[src/rtl/fft_agu_seq.sv]
`default_nettype none
// ---------------------------------------------------------------------------------
// fft_agu_seq: constant-geometry radix-2 FFT address generator (ja/jb/twiddle),
// optional bit-reversed load pass under macro AGU_BITREV_LOAD_EN. Revision: 1.0
// ---------------------------------------------------------------------------------
module fft_agu_seq #(
  parameter int LOG2N = 5,
  parameter int TW_W  = LOG2N - 1,
  parameter int STG_W = (LOG2N > 1) ? $clog2(LOG2N) : 1
) (
  input  logic             clk,
  input  logic             reset_n,
  input  logic             start,
  input  logic             addr_ready,
  output logic             addr_valid,
  output logic [LOG2N-1:0] ja,
  output logic [LOG2N-1:0] jb,
  output logic [TW_W-1:0]  tw_addr,
  output logic [STG_W-1:0] stage,
  output logic             last,
  output logic             phase,
  output logic             busy,
  output logic             done
);

  localparam logic [TW_W-1:0]  B_MAX = '1;
  localparam logic [STG_W-1:0] S_MAX = STG_W'(LOG2N - 1);

  typedef enum logic [1:0] {
    ST_IDLE = 2'd0,
    ST_LOAD = 2'd1,
    ST_RUN  = 2'd2,
    ST_DONE = 2'd3
  } state_t;

  function automatic logic [LOG2N-1:0] rotl(input logic [LOG2N-1:0] x,
                                            input logic [STG_W-1:0] sh);
    logic [LOG2N-1:0] r;
    r = x;
    for (int k = 0; k < LOG2N; k++)
      if (k < int'(sh)) r = {r[LOG2N-2:0], r[LOG2N-1]};
    return r;
  endfunction

  // Keeps the top sh bits of the twiddle field.
  function automatic logic [TW_W-1:0] tw_mask(input logic [STG_W-1:0] sh);
    logic [TW_W-1:0] m;
    m = '0;
    for (int k = 0; k < TW_W; k++)
      if (k >= TW_W - int'(sh)) m[k] = 1'b1;
    return m;
  endfunction

  state_t           state_q, state_d;
  logic [TW_W-1:0]  b_q, b_d;
  logic [STG_W-1:0] s_q, s_d;
  logic             valid_q, valid_d;
  logic             busy_q, busy_d;
  logic             done_q, done_d;
  logic [LOG2N-1:0] ja_q, ja_d;
  logic [LOG2N-1:0] jb_q, jb_d;
  logic [TW_W-1:0]  tw_q, tw_d;
  logic [STG_W-1:0] stage_q, stage_d;
  logic             last_q, last_d;
  logic             upd_bfly;

`ifdef AGU_BITREV_LOAD_EN
  localparam logic [LOG2N-1:0] I_MAX = '1;

  function automatic logic [LOG2N-1:0] bitrev(input logic [LOG2N-1:0] x);
    logic [LOG2N-1:0] r;
    for (int k = 0; k < LOG2N; k++) r[k] = x[LOG2N-1-k];
    return r;
  endfunction

  logic [LOG2N-1:0] i_q, i_d;
  logic             phase_q, phase_d;
  assign phase = phase_q;
`else
  assign phase = 1'b0;
`endif

  always_comb begin
    state_d  = state_q;
    b_d      = b_q;
    s_d      = s_q;
    valid_d  = valid_q;
    busy_d   = busy_q;
    done_d   = 1'b0;
    ja_d     = ja_q;
    jb_d     = jb_q;
    tw_d     = tw_q;
    stage_d  = stage_q;
    last_d   = last_q;
    upd_bfly = 1'b0;
`ifdef AGU_BITREV_LOAD_EN
    i_d      = i_q;
    phase_d  = phase_q;
`endif
    case (state_q)
      ST_IDLE: begin
        if (start) begin
          b_d     = '0;
          s_d     = '0;
          valid_d = 1'b1;
          busy_d  = 1'b1;
`ifdef AGU_BITREV_LOAD_EN
          state_d = ST_LOAD;
          i_d     = '0;
          phase_d = 1'b1;
          ja_d    = '0;
          jb_d    = '0;
          tw_d    = '0;
          stage_d = '0;
          last_d  = 1'b0;
`else
          state_d  = ST_RUN;
          upd_bfly = 1'b1;
`endif
        end
      end
`ifdef AGU_BITREV_LOAD_EN
      ST_LOAD: begin
        if (addr_ready) begin
          if (i_q == I_MAX) begin
            state_d  = ST_RUN;
            phase_d  = 1'b0;
            upd_bfly = 1'b1;
          end else begin
            i_d  = i_q + 1'b1;
            ja_d = bitrev(i_d);
          end
        end
      end
`endif
      ST_RUN: begin
        if (addr_ready) begin
          if (last_q) begin
            state_d = ST_DONE;
            valid_d = 1'b0;
            busy_d  = 1'b0;
            done_d  = 1'b1;
            ja_d    = '0;
            jb_d    = '0;
            tw_d    = '0;
            stage_d = '0;
            last_d  = 1'b0;
          end else begin
            if (b_q == B_MAX) begin
              b_d = '0;
              s_d = s_q + 1'b1;
            end else begin
              b_d = b_q + 1'b1;
            end
            upd_bfly = 1'b1;
          end
        end
      end
      ST_DONE: state_d = ST_IDLE;
      default: state_d = ST_IDLE;
    endcase
    // Every address field is derived from the same next-counter values.
    if (upd_bfly) begin
      ja_d    = rotl({b_d, 1'b0}, s_d);
      jb_d    = rotl({b_d, 1'b1}, s_d);
      tw_d    = b_d & tw_mask(s_d);
      stage_d = s_d;
      last_d  = (b_d == B_MAX) && (s_d == S_MAX);
    end
  end

  always_ff @(posedge clk or negedge reset_n) begin
    if (!reset_n) begin
      state_q <= ST_IDLE;
      b_q     <= '0;
      s_q     <= '0;
      valid_q <= 1'b0;
      busy_q  <= 1'b0;
      done_q  <= 1'b0;
      ja_q    <= '0;
      jb_q    <= '0;
      tw_q    <= '0;
      stage_q <= '0;
      last_q  <= 1'b0;
`ifdef AGU_BITREV_LOAD_EN
      i_q     <= '0;
      phase_q <= 1'b0;
`endif
    end else begin
      state_q <= state_d;
      b_q     <= b_d;
      s_q     <= s_d;
      valid_q <= valid_d;
      busy_q  <= busy_d;
      done_q  <= done_d;
      ja_q    <= ja_d;
      jb_q    <= jb_d;
      tw_q    <= tw_d;
      stage_q <= stage_d;
      last_q  <= last_d;
`ifdef AGU_BITREV_LOAD_EN
      i_q     <= i_d;
      phase_q <= phase_d;
`endif
    end
  end

  assign addr_valid = valid_q;
  assign busy       = busy_q;
  assign done       = done_q;
  assign ja         = ja_q;
  assign jb         = jb_q;
  assign tw_addr    = tw_q;
  assign stage      = stage_q;
  assign last       = last_q;

endmodule
`default_nettype wire

[config.mk]
export PLATFORM = sky130hd
export DESIGN_NAME = fft_agu_seq
export DESIGN_NICKNAME = d
export VERILOG_FILES = /design/src/rtl/fft_agu_seq.sv
export SDC_FILE = /design/constraint.sdc
export NUM_CORES = 1
export LEC_CHECK = 0
export ABC_AREA = 1
export CAP_MARGIN = 10
export CORE_ASPECT_RATIO = 1.1
export CORE_UTILIZATION = 50
export DETAILED_ROUTE_END_ITERATION = 12
export HOLD_SLACK_MARGIN = 0.08
export PLACE_DENSITY = 0.74
export SETUP_SLACK_MARGIN = 0.4
export SLEW_MARGIN = 0
export SYNTH_ARGS = -nofsm -noshare
export SYNTH_HDL_FRONTEND = slang
export SYNTH_SLANG_ARGS = --single-unit
[constraint.sdc]
create_clock -name clk -period 4 [get_ports clk]
set_input_delay 0.4 -clock clk [delete_from_list [all_inputs] [get_ports clk]]
set_output_delay 0.4 -clock clk [all_outputs]
set_load 0.005 [all_outputs]
==> impl_results.md, run 1 <==
- Syn. warnings: 0
- Boundary pin count: 26
- Nets: between 200 and 300
- Placed Instance Area: roughly 0.0021 mm2
- Initial Util: 0.538
- Clock latency on the worst-skew pair: ~0.33 ns
- TritonCTS Buffers: 5
- Share of layout cells above drive strength 1: 0.133
- Clock root cell: clkbuf_4
- Yosys reg bits: 29
- Cell leakage power: approximately 1.1 nW
- Count of final max-slew check failures: 0
- CP arrival: ~3 ns
- Maximum buffer depth of the clock tree: 2
- Top-area cell type share of the netlist area: 0.395
- Reg clk slew, reported paths: roughly 0.10 ns
- Worst r2r path cells: 15
- Die span in y: 65.6 um
- Fmax: about 0.37 GHz
- RSZ-0062 raised after global routing: no
- Total core area: around 0.0034 mm2
- Flop2flop setup slack: roughly 1.4 ns
- CP endpoint kind: flip-flop
- Clock Skew: 0.0102 ns
- Largest net degree at the start of global routing: 30
- # setup viols final: 0
- Post-CTS sizing: 0
- Die ar.: 0.00392 mm2
- DRT Wirelength: roughly 3.9 mm
- Sequential area share after synthesis: 0.395
- Buf/Inv on CP: 5
- PwrDens: around 740 mW/mm2
- Chip Width: 59.8 um
- Fin worst setup slack: 1.28 ns
- Family with the most delay on the worst path: buffers and inverters
- CP Max Fanout: 11
- Initial antenna violation count: 0
- DRC violations left: 0
- Mapped Nets: approximately 260
- GP Congestion: 0.908
- Highest cell delay on the worst timing path: ~0.54 ns
- CTS tree: built
- Routed WL per cell: around 12 um
- # Post-CTS Setup Buffers: 0
- Drt pass-1 iters: 4
- RR Startpoint: b_q[0]
- Vias/cell: 5.17
- Max cap viols: 0
- Peak VDD IR: approximately 0.43 mV
- Status: finished, final reports clean
- PortBufs: 24
- Global Route Usage Sum: 0.232
- Hold-fix buffers, CTS: 0
- Synth area leader: dfrtp_1
- Vias in the first global route: 1506
- Final Cycle Share: 0.680
- H-tree levels: 2
- Vias post-DR: 1691
- Slowest CP cell: clkdlybuf4s50_1
- Avg Cell Area, Syn: ~7.3 um2
- Synth area leaders: dfrtp_1, nand2_1, nand3_1, inv_1, ha_1
- FP Rows: 22
- Pre-CTS setup slack: roughly 1.0 ns
- Netlist cell types: 29
- Synth Instances: ~250
- Number of DRC markers in iteration 0: 105
- Post-Syn Area: between 0.0015 and 0.002 mm2
- Hold crit path type: in -> async
- Final Instance Area: ~0.0022 mm2
- CTS sink count: 29
- Tmin final: 2.72 ns
- CP cell instances: clkdlybuf4s50_1, inv_1, nor2_1, nand2_1, nor2_2, nand2_1, nand2_4, inv_1, ha_1, inv_1, ha_1, clkinv_1, nand3_1, nand3_1, nand2_1
- Worst Path Required: 4.27 ns
- Worst Setup Path Type: in -> reg
- GR Overflow Total: 0
- Area grow syn2layout: 17.2%
- HPWL after DPL: between 2 and 3 mm
- Routed Antenna Nets: 0
- Final TNS setup: 0 ns
- Antenna cells: 0
- Fin. Hold Viols: 0
- Worst r2r dst: ja[1]
- First-pass GRT wire length: ~6.7 mm
- Crit start category: input pin
-- area by class of cell --
cell class | instances | area (um2)
repair buffers | 26 | 255
well taps | 48 | 60.1
inverters | 32 | 123
multi-input cells | 184 | 937
clock inverters | 2 | 10.0
clock buffers | 6 | 41.3
fillers | 326 | 1260
flip-flops and latches | 29 | 726
-- synth_stat cells (all sizes together) --
library cell and number:
o211ai 1, nor2 18, ha 5, o21ai 17, inv 30, o22ai 1, nand2 95, nand3 35
clkinv 2, conb 1, a21oi 4, dfrtp 29, buf 6, a211oi 1, a32o 3, nand3b 1
clkbuf 1, nand4 2
-- cells in the final DEF (no fill, tap or decap), types with 2 or more instances in the layout --
cell type / n
ha_1: 5
clkinv_2: 2
nand4_1: 2
dfrtp_1: 29
clkdlybuf4s50_1: 24
o21ai_1: 3
clkinv_1: 2
nor2_2: 6
inv_1: 24
nand3_2: 5
clkbuf_4: 5
nand3_1: 30
o21ai_2: 2
a21oi_1: 4
nand2_4: 2
nor2_1: 9
nand2_2: 4
o21ai_0: 12
a32o_1: 3
nor2_4: 3
inv_2: 5
buf_4: 2
nand2_1: 89
-- registers in the layout, indices dropped and copies added, names as in the netlist --
register and flops:
ja 5, jb 5, b_q 4, tw_addr 4
s_q 3, stage 3, state_q 2, busy 1
done 1, last 1
-- cells by family after synthesis --
group	Yosys count	synth area share
AND/OR/NAND/NOR	151	0.385
buffers and inverters	39	0.0947
flip-flops	29	0.395
AO/OA/AOI/OAI	27	0.0892
adder cells (fa/ha/maj)	5	0.0341
other	1	0.00204
-- worst max-delay path by stage --
stage               depth (start not counted)  slack, ns    endpoint  startpoint
finish                                     15       1.28       ja[1]  addr_ready
global route                               15       0.98       ja[3]  addr_ready
CTS                                        15       1.33       ja[1]  addr_ready
detailed placement                         15       1.02       jb[1]  addr_ready
global placement                           15       1.12       ja[1]  addr_ready
floorplan                                  14       1.97  tw_addr[3]      b_q[0]
-- power by group --
part / internal [W] / switching, W
Sequential: 0.000393 / 0.0000604
Clock: 0.0000668 / 0.000100
Combinational: 0.000391 / 0.000577
Total: 0.000851 / 0.000738
-- per-stage QoR --
step,util,instances,hold slack (ns),power [W]
finish,0.630,327,0.441,0.00159
global route,0.630,327,0.452,0.00176
CTS,0.630,327,0.444,0.00159
detailed placement,0.615,319,0.465,0.00141
global placement,0.615,319,0.466,0.00141
floorplan,-,252,0.104,0.00112
-- layer usage --
metal	vias to the layer above	share of wire	global-route usage
met1	781	0.49	0.325
met5	-	0	0
met2	48	0.44	0.346
met3	9	0.049	0.0492
li1	853	-	-
met4	0	0.018	0.0872
No activity file was read; power rests on OpenSTA's default activity.
==> run 2, diff against run 1 <==
--- a/config.mk
+++ b/config.mk
@@ -8,10 +8,10 @@
 export ABC_AREA = 1
 export CAP_MARGIN = 10
 export CORE_ASPECT_RATIO = 1.1
-export CORE_UTILIZATION = 50
+export CORE_UTILIZATION = 49
 export DETAILED_ROUTE_END_ITERATION = 12
 export HOLD_SLACK_MARGIN = 0.08
-export PLACE_DENSITY = 0.74
+export PLACE_DENSITY = 0.76
 export SETUP_SLACK_MARGIN = 0.4
 export SLEW_MARGIN = 0
 export SYNTH_ARGS = -nofsm -noshare
==> constraint.sdc (replaced) <==
create_clock -name clk -period 2.32 [get_ports clk]
set_input_delay 0.232 -clock clk [delete_from_list [all_inputs] [get_ports clk]]
set_output_delay 0.232 -clock clk [all_outputs]
set_load 0.005 [all_outputs]
==> impl_results.md, run 2 (same netlist as run 1, synthesis figures left out) <==
- Clock share of power: 0.092 (-0.013)
- Vias/cell: 5.59 (+8.1%)
- TritonCTS Buffers: 5 (unchanged)
- Chip Width: 60.4 um (+0.98%)
- Largest net degree at the start of global routing: 30 (unchanged)
- RSZ-0062 raised after global routing: yes
- PortBufs: 24 (unchanged)
- Worst Setup Path Type: reg -> reg
- GR Overflow Total: 0 (unchanged)
- Hold-fix buffers, CTS: 0 (unchanged)
- DRT Wirelength: 5.61 mm (+42%)
- Antenna cells: 0 (unchanged)
- HPWL after DPL: 3.33 mm (+15%)
- Fin worst setup slack: -0.00964 ns (-1.29 ns)
- Internal power: 0.00211 W (+150%)
- Worst Path Required: 2.55 ns (-1.72 ns)
- Global Route Usage Sum: 0.294 (+0.0627)
- CTS sink count: 29 (unchanged)
- Count of final max-slew check failures: 0 (unchanged)
- CP arrival: 2.56 ns (-0.43 ns)
- Final Cycle Share: 1.00
- Clock root cell: clkbuf_4
- Tmin final: between 2 and 2.5 ns
- Most frequent cells in the layout: nand2_1, buf_4, dfrtp_1, nand3_1, clkdlybuf4s50_1
- Total core area: 0.00347 mm2 (+1.6%)
- Switching share of power: 0.452 (-0.0127)
- Flop2flop setup slack: -0.01 ns (-1.40 ns)
- Failing checks: negative setup slack
- Nets: 329 (+15%)
- Die span in y: 66.2 um (+0.99%)
- CTS tree: built
- Status: finished, violations left
- CP Max Fanout: 4 (-7)
- GP Congestion: 0.927 (+2.1%)
- Logic pwr share: 0.701 (+0.091)
- Hold crit path type: in -> async
- Reg clk slew, reported paths: 0.10 ns (about the same)
- Fin. Hold Viols: 0 (unchanged)
- Fmax: approximately 0.43 GHz
- CP endpoint kind: flip-flop
- Final Instance Area: 0.00271 mm2 (+26%)
- Routed WL per cell: 15.2 um (+26%)
- Vias in the first global route: 1899 (+26%)
- Share of layout cells above drive strength 1: 0.352 (+0.219)
- Cell leakage power: 1.37 nW (+23%)
- Initial antenna violation count: 0 (unchanged)
- First-pass GRT wire length: 8.74 mm (+30%)
- # setup viols final: 1 (+1)
- PwrDens: 1420 mW/mm2 (+93%)
- DRC violations left: 0 (unchanged)
- Clock latency on the worst-skew pair: 0.34 ns (about the same)
- Fillcell total: 219 (-33%)
- Initial Util: 0.530 (-0.00854)
- FP Rows: 22 (unchanged)
- H-tree levels: 2 (unchanged)
- Routed Antenna Nets: 0 (unchanged)
- Boundary pin count: 26 (unchanged)
- Number of DRC markers in iteration 0: 213 (+100%)
- Leading cell type in the layout, fill and taps excluded: nand2_1
- Sequential power share: 0.208 (-0.077)
- Maximum buffer depth of the clock tree: 2 (unchanged)
- Total power: 0.00385 W (+140%)
- Placed Instance Area: 0.00236 mm2 (+12%)
- Vias post-DR: 2063 (+22%)
- Max cap viols: 0 (unchanged)
- Clock Skew: 0.0174 ns (+0.00720 ns)
- P_sw: 0.00174 W (+140%)
- Drt pass-1 iters: 5 (+1)
- Area grow syn2layout: 47.4%
- Peak VDD IR: 0.771 mV (+81%)
- Fin util: 0.781 (+0.150)
- Crit start category: flip-flop
- Die ar.: 0.00400 mm2 (+2.0%)
## run 2: changes by cell type in the layout (fill, tap and decap cells not counted), sizes merged
cell / change
buf: +42
clkbuf: +1
inv: -1
## run 2: layer usage
| metal | part of all wire | global-route usage | up-vias |
|---|---|---|---|
| li1 | - | - | 945 |
| met1 | 0.41 | 0.388 | 969 |
| met2 | 0.49 | 0.478 | 123 |
| met3 | 0.078 | 0.0548 | 26 |
| met4 | 0.023 | 0.0930 | 0 |
| met5 | 0 | 0 | - |
## run 2: path summary, 6_finish.rpt
| kind | start | to | depth (start not counted) |
|---|---|---|---|
| setup reg to reg | b_q[1] | ja[0] | 17 |
| hold / removal | reset_n | ja[2] | 2 |
| min in group clk | jb[1] | jb[1] | 2 |
| setup / recovery | b_q[1] | ja[0] | 17 |
| max in group asynchronous | reset_n | busy | 2 |
| hold reg to reg | jb[1] | jb[1] | 2 |
## run 2: area by class of cell
class	instances	area [um2]	share of cell area
Multi-Input combinational cell	184	1110	0.410
Clock buffer	7	65.1	0.0240
Clock inverter	1	5.00	0.00185
Inverter	32	144	0.0531
Tap cell	48	60.1	0.0222
Sequential cell	29	726	0.268
Timing Repair Buffer	68	598	0.221
## run 2: through the flow
step,hold slack [ns],cells,worst slack (ns),setup TNS [ns]
floorplan,-0.0636,252,0.377,0
global placement,0.463,348,-0.0896,-0.506
detailed placement,0.464,348,-0.160,-1.46
CTS,0.292,365,0.175,0
global route,0.309,369,-0.0907,-0.511
finish,0.260,369,-0.00964,-0.00964
## run 2: power groups by stage
stage	clock network [W]	logic, W	registers [W]
2_1_floorplan	0	0.00121	0.000796
3_3_place_gp	0	0.00193	0.000789
3_5_place_dp	0	0.00196	0.000795
4_1_cts	0.000354	0.00226	0.000792
5_1_grt	0.000376	0.00291	0.000816
6_report	0.000353	0.00270	0.000800
## run 2: what timing repair did
action | CTS | global route
pin swaps | 16 | 19
buffers inserted | 9 | 4
gates cloned | 0 | 0
endpoints found under the setup margin | 14 | 14
resized for setup | 22 | 23
## run 2: worst max-delay path, stage by stage (launching register included)
cell and delay [ns]:
dfrtp_1 0.42, ha_4 0.17, nand2_4 0.07, nor2_4 0.16, nand3_2 0.11, nand3_2 0.11, nand2_4 0.08, nor2_4 0.19
buf_6 0.12, nand3b_1 0.14, nand2_2 0.14, nand2_2 0.08, nand2_1 0.08, nand2_1 0.06, nand2_1 0.09, nand2_1 0.07
nand2_1 0.07, nand2_1 0.05
==> run 3, diff against run 2 <==
--- a/config.mk
+++ b/config.mk
@@ -8,6 +8,7 @@
 export ABC_AREA = 1
 export CAP_MARGIN = 10
 export CORE_ASPECT_RATIO = 1.1
+export CORE_MARGIN = 3
 export CORE_UTILIZATION = 49
 export DETAILED_ROUTE_END_ITERATION = 12
 export HOLD_SLACK_MARGIN = 0.08
==> impl_results.md, run 3 (same netlist as run 1, synthesis figures left out) <==
- Area grow syn2layout: 53.7%
- Routed WL per cell: 16.7 um (+10%)
- Status: finished, violations left
- # setup viols final: 1 (unchanged)
- Vias in the first global route: 1911 (+0.63%)
- Initial Util: 0.530 (unchanged)
- Clock Skew: 0.0101 ns (-0.00733 ns)
- Worst Path Required: 2.54 ns (about the same)
- FP Rows: 22 (unchanged)
- Fin. Hold Viols: 0 (unchanged)
- Die span in y: 70.2 um (+6.0%)
- Routed Antenna Nets: 0 (unchanged)
- Leading cell type in the layout, fill and taps excluded: nand2_1
- Total core area: 0.00347 mm2 (unchanged)
- RSZ-0062 raised after global routing: yes
- Area of the multi-input gates: 0.00119 mm2 (+7.7%)
- Crit path to: jb[1]
- Final Cycle Share: 1.00 (-0.00261)
- Hold crit path type: in -> async
- CP endpoint kind: flip-flop
- GR Overflow Total: 0 (unchanged)
- Clock root cell: clkbuf_4
- Vias/cell: 5.66 (+1.2%)
- Flop2flop setup slack: -0.004 ns (about the same)
- CTS tree: built
- Most frequent cells in the layout: nand2_1, buf_4, dfrtp_1, clkdlybuf4s50_1, nand3_1
- Tmin final: 2.32 ns (-0.00605 ns)
- Cell leakage power: 1.43 nW (+4.1%)
- Crit start category: flip-flop
- Die ar.: 0.00452 mm2 (+13%)
- DRC violations left: 0 (unchanged)
- CP startpoint: b_q[0]
- Slowest CP cell: dfrtp_1
- Fmax: 0.430 GHz (+0.26%)
- Global Route Usage Sum: 0.246 (-0.0485)
- Hold-fix buffers, CTS: 0 (unchanged)
- Buf/Inv on CP: 3 (+2)
- CTS sink count: 29 (unchanged)
- Placed Cells: 349 (+0.29%)
- PortBufs: 24 (unchanged)
- HPWL after DPL: 3.44 mm (+3.3%)
- Layout Cells excl Fill: 375 (+1.6%)
- Initial antenna violation count: 0 (unchanged)
- Total power: 0.00396 W (+2.9%)
- Crit-path most repeated cell: nand2_1
- Drt pass-1 iters: 7 (+2)
- DRT Wirelength: 6.27 mm (+12%)
- Family with the most delay on the worst path: simple AND/OR/NAND/NOR gates
- TritonCTS Buffers: 5 (unchanged)
- Chip Width: 64.4 um (+6.6%)
- CP Max Fanout: 5 (+1)
- Boundary pin count: 26 (unchanged)
- CP cell instances: ha_4, nand2_4, nor2_4, inv_2, nor2_4, nand2_2, nand2_4, buf_4, buf_4, nand3_1, nand2_2, nand2_2, nand2_1, nand2_1, nand2_1, nand2_1, nand3_1, nand2_1
- Failing checks: negative setup slack
- Worst r2r dst: jb[1]
- Share of layout cells above drive strength 1: 0.391 (+0.0394)
- Critical path depth: 18 (+1)
- Worst Setup Path Type: reg -> reg
- H-tree levels: 2 (unchanged)
- Largest net degree at the start of global routing: 30 (unchanged)
- Highest cell delay on the worst timing path: 0.40 ns (-0.02 ns)
- Number of DRC markers in iteration 0: 263 (+23%)
- Nets: 335 (+1.8%)
- Max cap viols: 0 (unchanged)
- Maximum buffer depth of the clock tree: 2 (unchanged)
- Register area: 727 um2 (+0.17%)
- Fin worst setup slack: -0.00360 ns (+0.00605 ns)
- Peak VDD IR: 0.882 mV (+14%)
- Fillcell total: 209 (-4.6%)
- CP arrival: 2.55 ns (about the same)
- Antenna cells: 0 (unchanged)
- Reg clk slew, reported paths: 0.10 ns (about the same)
- PwrDens: 1400 mW/mm2 (-1.4%)
- Count of final max-slew check failures: 0 (unchanged)
- First-pass GRT wire length: 8.71 mm (-0.32%)
- RR Startpoint: b_q[0]
- Clock latency on the worst-skew pair: 0.33 ns (about the same)
- Vias post-DR: 2121 (+2.8%)
- Worst r2r path cells: 18 (+1)
- GP Congestion: 0.914 (-1.5%)
-- run 3: cell count changes in the layout (fill, tap and decap cells not counted), moves of 2 or more --
cell      previous run  this run
o21ai_0              9         7
clkbuf_8             2         0
buf_4               39        44
nand3_4              0         4
nand2_4              5         8
nand2_1             78        74
o21ai_1              3         5
nand3_1             24        21
-- run 3: report_power, final --
group / switching (W) / total (W) / internal, W
clock network: 0.000179 / 0.000295 / 0.000115
registers: 0.000116 / 0.000794 / 0.000677
logic: 0.00158 / 0.00287 / 0.00129
total: 0.00188 / 0.00396 / 0.00208
-- run 3: layout make-up --
type	instances	area share
flip-flops and latches	29	0.257
repair buffers	74	0.229
clock inverters	2	0.00354
inverters	32	0.0510
multi-input cells	184	0.423
clock buffers	6	0.0146
well taps	48	0.0213
-- run 3: through the flow --
| stage | hold WS [ns] | worst slack, ns | util | TNS [ns] | instance area [um2] |
|---|---|---|---|---|---|
| 2_1_floorplan | -0.0636 | 0.377 | - | 0 | 1880 |
| 3_3_place_gp | 0.464 | -0.0977 | 0.682 | -0.559 | 2370 |
| 3_5_place_dp | 0.465 | -0.154 | 0.682 | -1.54 | 2370 |
| 4_1_cts | 0.281 | 0.210 | 0.759 | 0 | 2630 |
| 5_1_grt | 0.286 | -0.110 | 0.814 | -0.499 | 2820 |
| 6_report | 0.265 | -0.00360 | 0.814 | -0.00360 | 2820 |
-- run 3: what timing repair did --
action,4_1_cts,5_1_grt
gates resized for setup,34,33
pin swaps,19,18
endpoints found under the setup margin,13,14
setup buffers,10,8
-- run 3: how the worst min path moves through the flow --
| stage | from | to | cells past startpoint |
|---|---|---|---|
| global placement | ja[0] | ja[0] | 2 |
| detailed placement | ja[0] | ja[0] | 2 |
| CTS | reset_n | s_q[2] | 2 |
| floorplan | reset_n | b_q[0] | 0 |
| global route | reset_n | s_q[2] | 2 |
| finish | reset_n | s_q[2] | 2 |
-- run 3: routing by layer --
layer | vias up | wire length, um | GRT usage
li1 | 954 | - | -
met1 | 986 | 2540 | 0.323
met2 | 156 | 3040 | 0.399
met3 | 25 | 542 | 0.0338
met4 | 0 | 148 | 0.108
met5 | - | 0 | 0
